**config.mk**
```make
export PLATFORM = sky130hd
export DESIGN_NAME = rf_write_arbiter
export DESIGN_NICKNAME = d
export VERILOG_FILES = /design/src/rtl/rf_arb_pkg.sv /design/src/rtl/rf_arb_fifo.sv /design/src/rtl/rf_write_arbiter.sv
export SDC_FILE = /design/constraint.sdc
export NUM_CORES = 1
export LEC_CHECK = 0
export ABC_AREA = 1
export CORE_ASPECT_RATIO = 0.9
export CORE_MARGIN = 5
export CORE_UTILIZATION = 30
export CTS_CLUSTER_SIZE = 40
export DETAILED_ROUTE_END_ITERATION = 8
export PLACE_DENSITY = 0.51
export SLEW_MARGIN = 20
export SYNTH_ARGS = -nofsm -noshare
export SYNTH_HDL_FRONTEND = slang
export SYNTH_SLANG_ARGS = --single-unit
```
**constraint.sdc**
```tcl
create_clock -name clk -period 3.7 [get_ports clk]
set_clock_uncertainty 0.1 [all_clocks]
set_input_delay 0.555 -clock clk [delete_from_list [all_inputs] [get_ports clk]]
set_output_delay 0.555 -clock clk [all_outputs]
set_load 0.005 [all_outputs]
```
**src/rtl/rf_arb_pkg.sv**
```systemverilog
// Shared types for the register-file write-port arbiter: grant encoding,
// default widths and the write-request payload.
package rf_arb_pkg;

  localparam int DEF_A_WIDTH = 5;
  localparam int DEF_D_WIDTH = 32;

  typedef enum logic [1:0] {
    GNT_NONE,
    GNT_WB,
    GNT_AUX
  } grant_e;

  typedef struct packed {
    logic [DEF_A_WIDTH-1:0] ad;
    logic [DEF_D_WIDTH-1:0] wd;
  } wr_req_t;

endpackage

```
**src/rtl/rf_arb_fifo.sv**
```systemverilog
// Synchronous FIFO of write requests buffering the aux return path.
// Push while full and pop while empty are ignored; DEPTH must be a power of two.
module rf_arb_fifo
  import rf_arb_pkg::*;
#(
  parameter type T     = wr_req_t,
  parameter int  DEPTH = 4,
  localparam int AW    = $clog2(DEPTH),
  localparam int CW    = AW + 1
) (
  input  logic          clk,
  input  logic          rst,
  input  logic          push,
  input  T              din,
  input  logic          pop,
  output T              dout,
  output logic          full,
  output logic          empty,
  output logic [CW-1:0] count
);

  T              mem [DEPTH];
  logic [AW-1:0] wr_ptr;
  logic [AW-1:0] rd_ptr;
  logic          push_ok;
  logic          pop_ok;

  assign full    = (count == CW'(DEPTH));
  assign empty   = (count == '0);
  assign push_ok = push && !full;
  assign pop_ok  = pop && !empty;
  assign dout    = mem[rd_ptr];

  // NOTE: storage has no reset; only the pointers and count define validity.
  always_ff @(posedge clk) begin
    if (push_ok) mem[wr_ptr] <= din;
  end

  always_ff @(posedge clk) begin
    if (rst) begin
      wr_ptr <= '0;
      rd_ptr <= '0;
      count  <= '0;
    end else begin
      if (push_ok) wr_ptr <= wr_ptr + 1'b1;
      if (pop_ok)  rd_ptr <= rd_ptr + 1'b1;
      case ({push_ok, pop_ok})
        2'b10:   count <= count + 1'b1;
        2'b01:   count <= count - 1'b1;
        default: count <= count;
      endcase
    end
  end

endmodule

```
**src/rtl/rf_write_arbiter.sv**
```systemverilog
// Arbitrates the register file's single write port between writeback and a
// buffered aux return path. Define RF_WRITE_ARBITER_BYPASS_EN for same-cycle aux bypass.
module rf_write_arbiter
  import rf_arb_pkg::*;
#(
  parameter int  A_WIDTH      = DEF_A_WIDTH,
  parameter int  D_WIDTH      = DEF_D_WIDTH,
  parameter int  FIFO_DEPTH   = 4,
  parameter int  STARVE_LIMIT = 3,
  localparam int SW           = $clog2(STARVE_LIMIT + 1)
) (
  input  logic                        clk,
  input  logic                        rst,
  input  logic                        wb_valid,
  output logic                        wb_ready,
  input  logic [A_WIDTH-1:0]          wb_ad,
  input  logic [D_WIDTH-1:0]          wb_wd,
  input  logic                        aux_valid,
  output logic                        aux_ready,
  input  logic [A_WIDTH-1:0]          aux_ad,
  input  logic [D_WIDTH-1:0]          aux_wd,
  output logic                        we3,
  output logic [A_WIDTH-1:0]          ad3,
  output logic [D_WIDTH-1:0]          wd3,
  output logic                        aux_pending,
  output logic [$clog2(FIFO_DEPTH):0] fifo_count
);

  typedef struct packed {
    logic [A_WIDTH-1:0] ad;
    logic [D_WIDTH-1:0] wd;
  } req_t;

  req_t          aux_in;
  req_t          head;
  req_t          gnt_req;
  grant_e        grant;
  logic          full;
  logic          empty;
  logic          push;
  logic          pop;
  logic          bypass;
  logic          starved;
  logic [SW-1:0] starve_cnt;

  assign aux_in.ad = aux_ad;
  assign aux_in.wd = aux_wd;

  rf_arb_fifo #(
    .T     (req_t),
    .DEPTH (FIFO_DEPTH)
  ) u_fifo (
    .clk   (clk),
    .rst   (rst),
    .push  (push),
    .din   (aux_in),
    .pop   (pop),
    .dout  (head),
    .full  (full),
    .empty (empty),
    .count (fifo_count)
  );

  // NOTE: every output of this block gets a default first so no latch is inferred.
  always_comb begin
    grant      = GNT_NONE;
    bypass     = 1'b0;
    gnt_req.ad = wb_ad;
    gnt_req.wd = wb_wd;
    starved    = !empty && (starve_cnt == SW'(STARVE_LIMIT));
    wb_ready   = !rst && !starved;
    aux_ready  = !rst && !full;

    if (rst) begin
      grant = GNT_NONE;
    end else if (!empty && (!wb_valid || starved)) begin
      grant   = GNT_AUX;
      gnt_req = head;
    end else if (wb_valid) begin
      grant = GNT_WB;
`ifdef RF_WRITE_ARBITER_BYPASS_EN
    end else if (aux_valid) begin
      // FIFO is empty here, so the aux request can go straight to the port.
      grant   = GNT_AUX;
      bypass  = 1'b1;
      gnt_req = aux_in;
`endif
    end

    push = aux_valid && aux_ready && !bypass;
    pop  = (grant == GNT_AUX) && !bypass;
  end

  assign aux_pending = !empty;

  always_ff @(posedge clk) begin
    if (rst) begin
      we3        <= 1'b0;
      ad3        <= '0;
      wd3        <= '0;
      starve_cnt <= '0;
    end else begin
      if (grant != GNT_NONE) begin
        // Writes to x0 are consumed but never reach the register file.
        we3 <= (gnt_req.ad != '0);
        ad3 <= gnt_req.ad;
        wd3 <= gnt_req.wd;
      end else begin
        we3 <= 1'b0;
      end

      if ((grant == GNT_AUX) || empty) begin
        starve_cnt <= '0;
      end else if ((grant == GNT_WB) && (starve_cnt != SW'(STARVE_LIMIT))) begin
        starve_cnt <= starve_cnt + 1'b1;
      end
    end
  end

endmodule

```
; Yosys cells after proc, flatten, opt, wreduce, memory -nomap -nowiden
; Memories as Yosys holds them, arrays and structs flattened. A register that Yosys moved wholly into a read port is not among the register bits.
; Index checks and enable logic that the tools add are counted.
[word_totals]
regBits = 47
output_inout_bits = 44
ramBits = 148
memories = 1
[op_classes]
n_eq_ne = 7
add_sub_neg = 5
n_bitwise = 1
n_reduce_logical = 21
muxes = 10
[mem_list]
columns = name, depth, width, read_ports, rd_ports_with_merged_regs, wr, line
row1 = u_fifo.mem, 4, 37, 1, 1, 1, rf_arb_fifo.sv:22  ; T mem [DEPTH];
[ops]
columns = cell, n
row1 = two-way mux 37 bit, 2
row2 = logical AND 1 bit, 8
row3 = two-way mux 2 bit, 4
row4 = adder 2 x 1 -> 2 bit (second input constant), 3
row5 = equality test 2 bit (second input constant), 3
row6 = one-hot mux 3 bit (2 select lines), 1
row7 = zero test 1 bit, 5
row8 = nonzero test 5 bit, 1
row9 = equality test 2 x 1 -> 1 bit (second input constant), 2
row10 = nonzero test 2 bit, 2
row11 = OR reduction 2 bit, 2
row12 = adder 3 x 1 -> 3 bit (second input constant), 1
row13 = equality test 3 bit (second input constant), 1
row14 = zero test 3 bit, 1
row15 = two-way mux 1 bit, 3
row16 = subtractor 3 x 1 -> 3 bit (second input constant), 1
row17 = logical OR 1 bit, 2
row18 = != test 2 bit (second input constant), 1
row19 = inverter 1 bit, 1

; Longest topological paths before layout
[logic_depth]
ltp_word = 11
ltp_mapped = 11
ltp_nobuf = 11

; Hierarchy
; A second synthesis with hierarchy kept.
[unflattened]
cells_unflattened = 681
area_unflattened_um2 = 7865.0
[modules_own_cells]
columns = module, area_each_um2, seq_area_each_um2, cells_per_inst, n_inst
row1 = rf_arb_fifo, 5979.5, 4624.4, 428, 1
row2 = rf_write_arbiter, 1885.6, 800.8, 253, 1

; Least setup slack after synthesis
; OpenSTA, ideal clock, no wires.
[synth_path]
path_type = input port to flip-flop
start = input port rst
end = memory u_fifo.mem[0][0] in the netlist's numbering, enable pin
slack_ps = 484
required_ps = 3169
stages = 6
path_buffers = 1
arrival_time_ps = 2684
cell_sequence = buf_2 -> inv_2 -> nand2_1 -> inv_1 -> nand2_1 -> nor2_1
[synth_via]
elab_chain_len = 6
[synth_lines]
columns = element, line
row1 = "start, declared", rf_write_arbiter.sv:13  ; input logic rst,
row2 = zero test 1 bit, rf_write_arbiter.sv:72  ; aux_ready = !rst && !full;
row3 = logical AND 1 bit, rf_write_arbiter.sv:72
row4 = net aux_ready, rf_write_arbiter.sv:19  ; output logic aux_ready,
row5 = logical AND 1 bit, rf_write_arbiter.sv:90  ; push = aux_valid && aux_ready && !bypass;
row6 = logical AND 1 bit, rf_arb_fifo.sv:30  ; assign push_ok = push && !full;
row7 = two-way mux 1 bit, rf_arb_fifo.sv:36  ; if (push_ok) mem[wr_ptr] <= din;
row8 = two-way mux 1 bit (implied by the code), rf_arb_fifo.sv:36
row9 = "end, declared", rf_arb_fifo.sv:22
; The timed path passes the listed nets, and every way through them passes these cells.

; Worst setup path after layout
[layout_path]
start = register starve_cnt[0]
end = output port wb_ready
[layout_via]
elab_chain_len = 4
[layout_lines]
columns = element, line
row1 = "start, declared", rf_write_arbiter.sv:44  ; logic [SW-1:0] starve_cnt;
row2 = "start signal, assigned", rf_write_arbiter.sv:115  ; starve_cnt <= starve_cnt + 1'b1;
row3 = equality test 2 bit, rf_write_arbiter.sv:70  ; starved = !empty && (starve_cnt == SW'(STARVE_LIMIT));
row4 = logical AND 1 bit, rf_write_arbiter.sv:70
row5 = zero test 1 bit, rf_write_arbiter.sv:71  ; wb_ready = !rst && !starved;
row6 = logical AND 1 bit, rf_write_arbiter.sv:71
row7 = "end, declared", rf_write_arbiter.sv:15  ; output logic wb_ready,
; Every way passes these cells.

==> out/metrics.cfg <==
[status]
outcome = finished, final reports clean

[cells_and_area]
nets = 958
areaGrowthSynthToFinish_pct = 27.41
n_antenna_cell = 0
layout-drive-gt1-share = 0.06990
fin_cells = 1235
fin_area_mm2 = 0.01016

[die]
die_x_um = 181.9
core-area_mm2 = 0.02614
pin_count = 122
fp-row-count = 56
die_height_um = 164.7
dieArea_mm2 = 0.02994
start_util = 0.3051

[power_and_ir_drop]
p_per_area_mw_per_mm2 = 484.7
clockPowerShare = 0.375
pwr-share-comb = 0.117
leakagePower_nw = 3.716
power.ir.vdd_worst_mv = 0.2659
internal_power_w = 0.003756
power_w = 0.004924
p_switching_w = 0.001168
power_frac_seq = 0.508
swShare = 0.2372

[yosys]
synth-seq-area-share = 0.6804
synth_top_cell_by_area = edfxtp_1
synthTopCellsByArea = edfxtp_1, dfxtp_1, nor2_1
ys_seq_elements = 197
synth_nets = 845
ys_types = 28
synth_top_area_frac = 0.5574
syn_area_per_cell_um2 = 10.48
syn-cell-area_mm2 = 0.007974
yosysWarnings = 0
netlist_instances = 761

[min_path]
hold_class = reg -> reg

[global_route]
grt_usage = 0.1391
grt-busiest-layer = met2
overflow = 0
grt_max_degree = 75
grtUsageMet2 = 0.2269
grtUsageMet3 = 0.03149
antenna_found_initial = 0
grt_pass1_wl_um = 32010
grt_pass1_vias = 5486
use_met1 = 0.1934

[drt]
wl_per_cell_um = 16.63
vias_per_cell = 4.454
dr.pass1.iters = 4
drtAntennaViolNets = 0
vias = 5501
drt_iter0_markers = 305
drc = 0
drt-total-wl_um = 20530

[sta]
finalCritPeriodShare = 0.6767
tns_ns = 0
hold_ws_ns = 0.3653
fin_crit_ns = 2.504
slew_headroom = 0.4067
drv_slew = 0
finalSetupViolCount = 0
rsz0062_at_grt = false
fmax_ghz = 0.3994
tightest_slew_ns = 0.8887
hold_viol_final = 0

[clocking]
clkSinkCount = 197
cts.path.max_buffers = 2
cts_root_buf = clkbuf_16
ctsResizeCount = 0
clk_pin_slew_ns = 0.07
cts_tree = yes
cts_hold_repair.buffers = 0
cts_htree_levels = 4
post-cts-setup-buffer-count = 0
worstSkewPairLatency_ns = 0.43
cts-buffers-inserted = 17

[flow_run]
cap_violations = 0

[placed_design]
dp_hpwl_um = 12030
port_buffers = 121
finalWeightedCongestion = 0.7292
placed_cells = 1203
dpl_cell_area_mm2 = 0.009577

[worst_setup_path]
worstPathArrival_ns = 1.85
cp_slowest_cell = clkdlybuf4s50_1
end_kind = output port
slowest_delay_ns = 0.53
cp_top_family = buffers and inverters
start_kind = register
path_buf_inv = 1
worst-path-max-fanout = 6
crit_type = reg -> out
cp_cell_sequence = ha_1 -> a21oi_4 -> clkdlybuf4s50_1
cp_data_required_time_ns = 3.04

-- final cells by class --
type	count	area [um2]
Clock buffer	23	467.9
Clock inverter	9	115.1
Fill cell	2514	15980
Inverter	58	217.7
Multi-Input combinational cell	464	2162
Sequential cell	197	5430
Tap cell	348	435.4
Timing Repair Buffer	136	1331
-- tightest hold or removal path, delay by kind of cell, from the launching register on --
family / cells / cell delay [ns]
and+or+nand+nor: 1 / 0.06
AOI/OAI and AO/OA: 1 / 0.05
DFF: 1 / 0.31
-- worst paths after layout --
kind | start | endpoint | slack [ns] | depth (start not counted)
min reg2reg | wd3[12] | wd3[12] | 0.37 | 2
min | wd3[12] | wd3[12] | 0.37 | 2
max | starve_cnt[0] | wb_ready | 1.20 | 3
max reg2reg | u_fifo.count[0] | u_fifo.mem[0][31] | 1.60 | 8
-- metal layers --
metal | share of wire | wire length, um
met5 | 0 | 0
met4 | 0.0069 | 141
met3 | 0.057 | 1170
met2 | 0.46 | 9496
met1 | 0.47 | 9725
-- placed cells by master, fill, tap and decap left out, types with 2 or more instances in the layout --
cell type	count
a21oi_1	39
dfxtp_1	47
o211ai_1	2
inv_1	53
o21ai_1	4
clkinvlp_4	2
o22ai_1	4
inv_2	5
nor2_1	137
nand2_1	107
o21a_1	2
clkbuf_16	17
buf_4	14
nand3_1	73
ha_1	5
inv_6	3
bufinv_16	2
clkbuf_1	4
o21ai_0	78
clkbuf_8	2
clkdlybuf4s50_1	120
edfxtp_1	148
nor2_4	6
-- registers in the layout, summed over array words and instances, names as in the netlist, named ones only --
name and flops:
starve_cnt 2, u_fifo.wr_ptr 2, u_fifo.mem 148, u_fifo.rd_ptr 2, we3 1, ad3 5, wd3 32, u_fifo.count 3
-- stage by stage --
stage	utilization	setup slack [ns]
3_3_place_gp	0.3664	1.098
3_5_place_dp	0.3664	1.050
5_1_grt	0.3887	1.114
6_report	0.3887	1.196
4_1_cts	0.3887	1.177
2_1_floorplan	-	0.4842
-- cells in the mapped netlist, drive strengths merged --
| cell | number |
|---|---|
| edfxtp | 148 |
| nor2 | 143 |
| nand2 | 109 |
| o21ai | 82 |
| nand3 | 73 |
| inv | 58 |
| dfxtp | 49 |
| a21oi | 40 |
| buf | 27 |
| clkbuf | 15 |
| ha | 5 |
| o22ai | 4 |
| o211ai | 3 |
| o21a | 2 |
| fa | 1 |
| or2 | 1 |
| xor2 | 1 |
-- power by group through the flow --
stage               Sequential (W)  Clock (W)  Combinational [W]
floorplan                  0.00255          0           0.000286
global placement           0.00255          0           0.000579
detailed placement         0.00255          0           0.000585
finish                     0.00250    0.00185           0.000574
global route               0.00251    0.00198           0.000647
CTS                        0.00250    0.00189           0.000587
-- cells by family (layout without fill, tap and decap cells) --
logic type	after synthesis	count (layout)	share of synthesized area
flops	197	197	0.6804
simple gates	326	326	0.1677
fa+ha+maj	6	6	0.01036
buf+inv	100	226	0.05398
xor+xnor	1	1	0.001099
compound gates	131	131	0.08646
Note: power is estimated with default switching activity, not from simulation.
